[config.mk]
export PLATFORM = sky130hd
export DESIGN_NAME = fifo_stream_reader
export DESIGN_NICKNAME = d
export VERILOG_FILES = /design/src/rtl/fifo_stream_reader.sv
export SDC_FILE = /design/constraint.sdc
export NUM_CORES = 1
export LEC_CHECK = 0
export BUFFER_PORTS_ARGS = -buffer_cell sky130_fd_sc_hd__buf_2
export CAP_MARGIN = 20
export CORE_UTILIZATION = 50
export DETAILED_ROUTE_END_ITERATION = 10
export PLACE_DENSITY = 0.76
export RECOVER_POWER = 25
export SYNTH_ARGS = -nofsm -noshare
export SYNTH_HDL_FRONTEND = slang
export SYNTH_SLANG_ARGS = --single-unit
[constraint.sdc]
create_clock -name clk -period 4.15 [get_ports clk]
set_input_delay 0.2075 -clock clk [delete_from_list [all_inputs] [get_ports clk]]
set_output_delay 0.2075 -clock clk [all_outputs]
set_load 0.02 [all_outputs]
[src/rtl/fifo_stream_reader.sv]
// Read-side engine for a byte FIFO: pops entries on credit and re-presents them as a valid/ready stream.
// Latency: RD_LAT+1 clks from the first fifo_rd_en to m_valid; sustains 1 byte/clk once primed.
// Backpressure: m_ready low fills the skid, and fetching stalls when occ+inflight reaches SKID_DEPTH.
module fifo_stream_reader #(
   parameter int DW         = 8,
   parameter int RD_LAT     = 1,
   parameter int SKID_DEPTH = 4,
   parameter int CW         = 16
) (
   input  logic          clk,
   input  logic          rst,
   input  logic          en,
   input  logic          fifo_empty,
   input  logic [DW-1:0] fifo_dout,
   output logic          fifo_rd_en,
   output logic          m_valid,
   output logic [DW-1:0] m_data,
   input  logic          m_ready,
   output logic          busy,
   output logic [CW-1:0] rd_count
);

   localparam int PW   = $clog2(SKID_DEPTH);
   localparam int OW   = $clog2(SKID_DEPTH + 1);
   localparam int CNTW = $clog2(SKID_DEPTH + RD_LAT + 1);

   typedef enum logic [1:0] {
      IDLE = 2'd0,
      RUN  = 2'd1,
      STOP = 2'd2
   } state_t;

   state_t          state_q, state_d;
   logic [RD_LAT-1:0] lat_q;
   logic [DW-1:0]   skid_q [SKID_DEPTH];
   logic [PW-1:0]   head_q, tail_q;
   logic [OW-1:0]   occ_q, occ_d;
   logic [CW-1:0]   rd_count_q;

   logic            land;
   logic            pop;
   logic [CNTW-1:0] inflight;
   logic            credit_ok;

   // Count issued-but-not-landed reads and derive the fetch credit from registered state only.
   always_comb begin
      inflight = '0;
      for (int i = 0; i < RD_LAT; i++) begin
         inflight = inflight + CNTW'(lat_q[i]);
      end
      credit_ok  = (CNTW'(occ_q) + inflight) < CNTW'(SKID_DEPTH);
      fifo_rd_en = (state_q == RUN) && !fifo_empty && credit_ok;
   end

   assign land     = lat_q[RD_LAT-1];
   assign m_valid  = (occ_q != '0);
   assign pop      = m_valid && m_ready;
   assign m_data   = skid_q[head_q];
   assign busy     = (state_q != IDLE);
   assign rd_count = rd_count_q;

   // Next-state logic; re-enable in STOP wins over the drain-complete exit.
   always_comb begin
      state_d = state_q;
      case (state_q)
         IDLE: if (en) state_d = RUN;
         RUN:  if (!en) state_d = STOP;
         STOP: begin
            if (en) begin
               state_d = RUN;
            end else if ((inflight == '0) && (occ_q == '0)) begin
               state_d = IDLE;
            end
         end
         default: state_d = IDLE;
      endcase
   end

   // Occupancy moves by +1 on land, -1 on pop, unchanged when both happen together.
   always_comb begin
      occ_d = occ_q;
      if (land && !pop) begin
         occ_d = occ_q + OW'(1);
      end else if (!land && pop) begin
         occ_d = occ_q - OW'(1);
      end
   end

   // State register and read-latency shift line.
   always_ff @(posedge clk or posedge rst) begin
      if (rst) begin
         state_q <= IDLE;
         lat_q   <= '0;
      end else begin
         state_q <= state_d;
         lat_q   <= RD_LAT'({lat_q, fifo_rd_en});
      end
   end

   // Skid ring buffer: landings write the tail, pops advance the head, contents cleared on reset.
   always_ff @(posedge clk or posedge rst) begin
      if (rst) begin
         for (int i = 0; i < SKID_DEPTH; i++) begin
            skid_q[i] <= '0;
         end
         head_q <= '0;
         tail_q <= '0;
         occ_q  <= '0;
      end else begin
         if (land) begin
            skid_q[tail_q] <= fifo_dout;
            tail_q <= (tail_q == PW'(SKID_DEPTH - 1)) ? '0 : tail_q + PW'(1);
         end
         if (pop) begin
            head_q <= (head_q == PW'(SKID_DEPTH - 1)) ? '0 : head_q + PW'(1);
         end
         occ_q <= occ_d;
      end
   end

   // Delivered-byte counter, wraps naturally at 2^CW.
   always_ff @(posedge clk or posedge rst) begin
      if (rst) begin
         rd_count_q <= '0;
      end else if (pop) begin
         rd_count_q <= rd_count_q + CW'(1);
      end
   end

endmodule

# Word level (Yosys, flattened, before mapping)
# Cells that the tools add are included.
# word_totals
ff_bits	58
in_bits	13
output_inout_bits	27
# op_classes
add_sub_neg	6
magnitude_cmp	4
n_eq_ne	7
mux	15
bitwise	2
reduce_logical	17
# ops
operator	n
bitwise mux 32 bit	1
two-way mux 8 bit	3
adder 16 x 1 -> 16 bit, second input constant	1
binary-select mux 8 bit (select 2 bit)	1
demux 8 bit (select 2 bit)	1
two-way mux 2 bit	6
logical AND 1 bit	7
equality test 2 bit, second input constant	3
greater-or-equal comparator 3 bit, second input constant	2
zero test 3 bit	2
two-way mux 3 bit	2
inverter 2 -> 3 bit	2
one-hot mux 2 bit (3 select lines)	1
adder 2 x 1 -> 2 bit, second input constant	2
inequality test 2 bit, second input constant	2
nonzero test 2 bit	2
adder 3 x 1 -> 3 bit	1
adder 3 x 1 -> 3 bit, second input constant	1
zero test 1 bit	3
less-than comparator 3 x 1 -> 1 bit, second input constant	1
less-than comparator 3 bit, second input constant	1
inequality test 3 bit, second input constant	1
AND reduction 3 bit	1
nonzero test 3 bit	1
other kinds (3)	3

# Longest topological paths before layout
# depth
word_depth	6
mapped_depth	7

# Worst setup path after synthesis
# Ideal clock, no wire load.
# synth_path
kind	register -> register
startpoint	register occ_q[0]
endpoint	register occ_q[2]
setup_time_ps	80
arrival_ps	1974
path_slack_ps	2097
path_stages_with_launch	8
path_buffers	0
period_less_slack_ps	2053
path_cell_list	dfrtp_1 > o31ai_4 > ha_1 > inv_1 > fa_1 > xor2_1 > nor2_1 > xor2_1
# synth_between
elab_chain_len	5
word_cells_on_any_way	10
cone_classes	add/sub: 2; mux: 2; reduce/logical: 6
# synth_lines
item	line	text
from (decl)	37	logic [OW-1:0] occ_q, occ_d;
from (signal assigned)	108	occ_q <= '0;
from (signal assigned)	117	occ_q <= occ_d;
branches (longest 5 deep; another with subtractor 3 x 1 -> 3 bit)	--	
# Parallel ways; which one is timed is not known. The select of a mux whose other input is x is not followed.
# A chain may end at the register's enable or synchronous reset.

# Final worst setup path
# Ends and elaborated chain as after synthesis.

==> results by stage <==
Run status:
- The run finished with clean final reports.

Synthesis:
- The net count of the mapped netlist is 200.
- In the synthesized netlist the async set-or-reset flop fraction comes to 100%.
- By area the synthesized netlist is led by sky130_fd_sc_hd__dfrtp_1 (56%), sky130_fd_sc_hd__mux2_2 (15%), sky130_fd_sc_hd__mux4_2 (6.9%).
- The predominant post-synthesis flop cell is sky130_fd_sc_hd__dfrtp_1.
- Counting flops with a built-in enable in the synthesized netlist gives 0.
- The synthesized instance count is 179.
- The count of warnings emitted by yosys is 0.
- The post-synthesis area per instance is 14.6 sq um.
- sky130_fd_sc_hd__dfrtp_1 takes more of the synthesized area than any other cell.
- The area of the mapped netlist is between 2000 and 3000 sq um.
- Counting flops and latches in the post-synthesis netlist gives 58.
- In this run the biggest area consumer among cell types represents a little under three fifths of the synthesized area.
- The register area share after synthesis is ~56%.
- Yosys mapped the design onto 28 distinct sky130hd cell types.

STA:
- At the pin with the least slew margin, the transition time is 710 ps.
- The final clock skew is approximately 6.9 ps.
- The hold violation count in the final report is 0.
- The final critical-path share of the clock period is ~53%.
- The worst path meets setup with 1950 ps of slack.
- The final critical delay including setup and external delays is about 2200 ps.
- The total negative slack is 0 ps.
- The max-slew violation total from the final report is 0.
- Setup violations remaining at the end of the flow were counted as 0.
- Timing would allow up to 455 MHz.
- The worst pin sits at a relative slew slack of a little over half.
- Setup repair after global routing left no endpoint under its margin.

Detailed routing:
- After detailed routing, the total wire length is 4620 microns.
- The number of remaining DRC errors is 0.
- The final routed wire length divided by cell count is between 15 and 20 microns.
- The antenna violation net count after detailed routing is 0.
- The detailed router finished its first iteration with 88 violations.
- Across all layers, the routed design uses roughly 1,600 vias.
- Dividing the detail-routed via count by the number of cells gives roughly 5.3.
- The length of the first detailed-routing pass in iterations is 4.

Clocking:
- The clock transition at the registers of the reported paths is around 60 ps.
- The number of setup buffers added after CTS is 0.
- The post-cts hold buffer count is 0.
- TritonCTS built the clock tree.
- The root buffer selected by CTS is sky130_fd_sc_hd__clkbuf_8.
- The H-tree was split into 3 levels.
- Clock latency on the worst-skew pair, taken at its later pin, is between 300 and 400 ps.
- CTS saw 58 sinks.
- The total of cells resized after clock tree synthesis is 0.
- The CTS buffer count is 9.
- No sink is reached through more buffers than the 2 on the longest clock path.

Layout:
- The most frequent standard cell in the layout excluding fill and tap cells is sky130_fd_sc_hd__dfrtp_1.
- The non-filler instance count after layout is 296.
- The final net count is 248.
- The synthesis-to-finish area growth is 16.6%.
- The proportion of layout cells with a drive suffix above 1 is between 40% and 50%.
- After routing the design area is slightly above 3000 sq um.
- In the layout the commonest cells are sky130_fd_sc_hd__dfrtp_1 (58), sky130_fd_sc_hd__buf_2 (39), sky130_fd_sc_hd__mux2_2 (35), sky130_fd_sc_hd__clkbuf_8 (11), sky130_fd_sc_hd__xnor2_1 (10).
- The repair_antennas step left the layout with diodes totalling 0.

Global route:
- The largest net degree at the start of global routing is between 50 and 60.
- The number of global-route vias before repair is around 1,500.
- The number of antenna violations at the first check in global routing is 0.
- The first global-routing pass estimated roughly 7500 microns of wire.
- The leftover overflow at the end of global routing is 0.
- Global routing used 19.4% of the available tracks across all layers.

Placement:
- Once detailed placement completed, the half-perimeter wirelength came to between 3000 and 4000 microns.
- OpenSTA, run right after detailed placement, puts the worst setup slack at roughly 2000 ps.
- The placed instance area is ~2900 sq um.
- The congestion estimate from routability-driven global placement came to 0.656.
- The cell count after placement is approximately 280.
- The count of buffers added on input and output ports is 39.

Worst setup path:
- The maximum fanout encountered on the critical timing path is 8.
- The worst path arrival time is 2450 ps.
- The source of the worst register-to-register timing path is occ_q[0].
- STA puts the critical path data required time at between 4000 and 5000 ps.
- The worst setup path is launched from a register.
- The type of the worst setup path is register to register.
- The critical path endpoint category is a register.
- The launch point of the critical path is occ_q[0].

Floorplan:
- After floorplanning, the core was sized to cover just under 5000 sq um.
- The die is 74.2 microns tall.
- The number of top-level pins is 40.
- The effective utilization at floorplan is between 50% and 60%.
- After floorplanning, the core was divided into 25 placement rows.
- The width of the die is approximately 74 microns.
- The die covers 5500 sq um.

Pwr:
- The fraction of power consumed by sequential logic is a little under half.
- The internal power contribution is 1470 uW.
- The areal power density over the cells is 742 nW/um^2.
- The leakage component of the power is around 0.0014 uW.
- The final total power is ~2300 uW.
- The part of the total power dissipated in the clock network is between 10% and 20%.
- In this run the power spent charging and discharging nets is roughly 790 uW.
- The maximum ir drop on the vdd rail is 0.000338 V.
- The net switching fraction of the power is a little over a third.
- In this run, the combinational gates consume a little over a third of the power.

Hold path:
- In this run the worst hold path is classified as input port to register.
- The startpoint identified for the worst hold timing path is en.

Flow run:
- The tool flagged a number of max-cap violations equal to 0.
[final timing paths]
| path | end | slack, ps | depth (start not counted) |
|---|---|---|---|
| max | occ_q[2] | 1950 | 7 |
| min | state_q[1] | 40 | 2 |
| max reg2reg | occ_q[2] | 1950 | 7 |
| min reg2reg | rd_count[15] | 470 | 1 |
| max in group asynchronous | land | 3600 | 3 |
| min in group asynchronous | rd_count[8] | 70 | 3 |
[cell type report]
cell class	instances	area (sq um)
multi-input cells	113	1120
fillers	405	1840
flip-flops and latches	58	1450
well taps	67	83.8
repair buffers	40	203
clock buffers	13	159
inverters	5	18.8
[cells in the mapped netlist (all sizes together) (5+ instances only)]
cell,number
inv,5
ha,7
dfrtp,58
mux4,8
xnor2,10
nand3,5
xor2,9
nand2,9
mux2,35
[power by group through the flow]
stage	clock (uW)	combinational, uW	sequential (uW)
3_5_place_dp	0	810	1020
6_report	436	801	1020
2_1_floorplan	0	627	970
5_1_grt	470	869	1050
4_1_cts	449	813	1020
3_3_place_gp	0	778	1010
[sequential cells by signal, indices dropped and copies added, names as in the netlist]
| name | count |
|---|---|
| skid_q | 32 |
| rd_count | 16 |
| occ_q | 3 |
| head_q | 2 |
| state_q | 2 |
| tail_q | 2 |
| land | 1 |
[stage by stage]
stage / util, % / hold WS (ps)
final: 62.3 / 42.0
after floorplan: - / 271
after CTS: 62.3 / 28.9
after global placement: 59.0 / 372
after global routing: 62.3 / 43.0
after detailed placement: 59.0 / 382
[kinds of logic after synthesis]
| logic type | synth area share (%) |
|---|---|
| DFF | 55.7 |
| buffers and inverters | 1.20 |
| muxes | 22.0 |
| xor gates and xnor gates | 6.39 |
| and+or+nand+nor | 7.30 |
| adders and majority gates | 4.13 |
| AOI/OAI and AO/OA | 3.22 |
[worst max-delay path, stage by stage, from the launching register on]
cell and delay [ps]:
sky130_fd_sc_hd__dfrtp_1 490, sky130_fd_sc_hd__o31ai_4 510, sky130_fd_sc_hd__ha_1 280, sky130_fd_sc_hd__inv_1 60, sky130_fd_sc_hd__fa_1 370, sky130_fd_sc_hd__xor2_1 150, sky130_fd_sc_hd__nor2_1 110, sky130_fd_sc_hd__xor2_1 140
[per-layer routing]
| metal | track usage (%) | vias to the layer above | part of all wire [%] |
|---|---|---|---|
| met5 | 0 | - | 0 |
| met4 | 12.8 | 0 | 2.4 |
| met3 | 4.88 | 9 | 3.0 |
| met2 | 28.2 | 30 | 48 |
| met1 | 25.9 | 804 | 47 |
| li1 | - | 729 | - |
(Power assumes the default switching activity.)
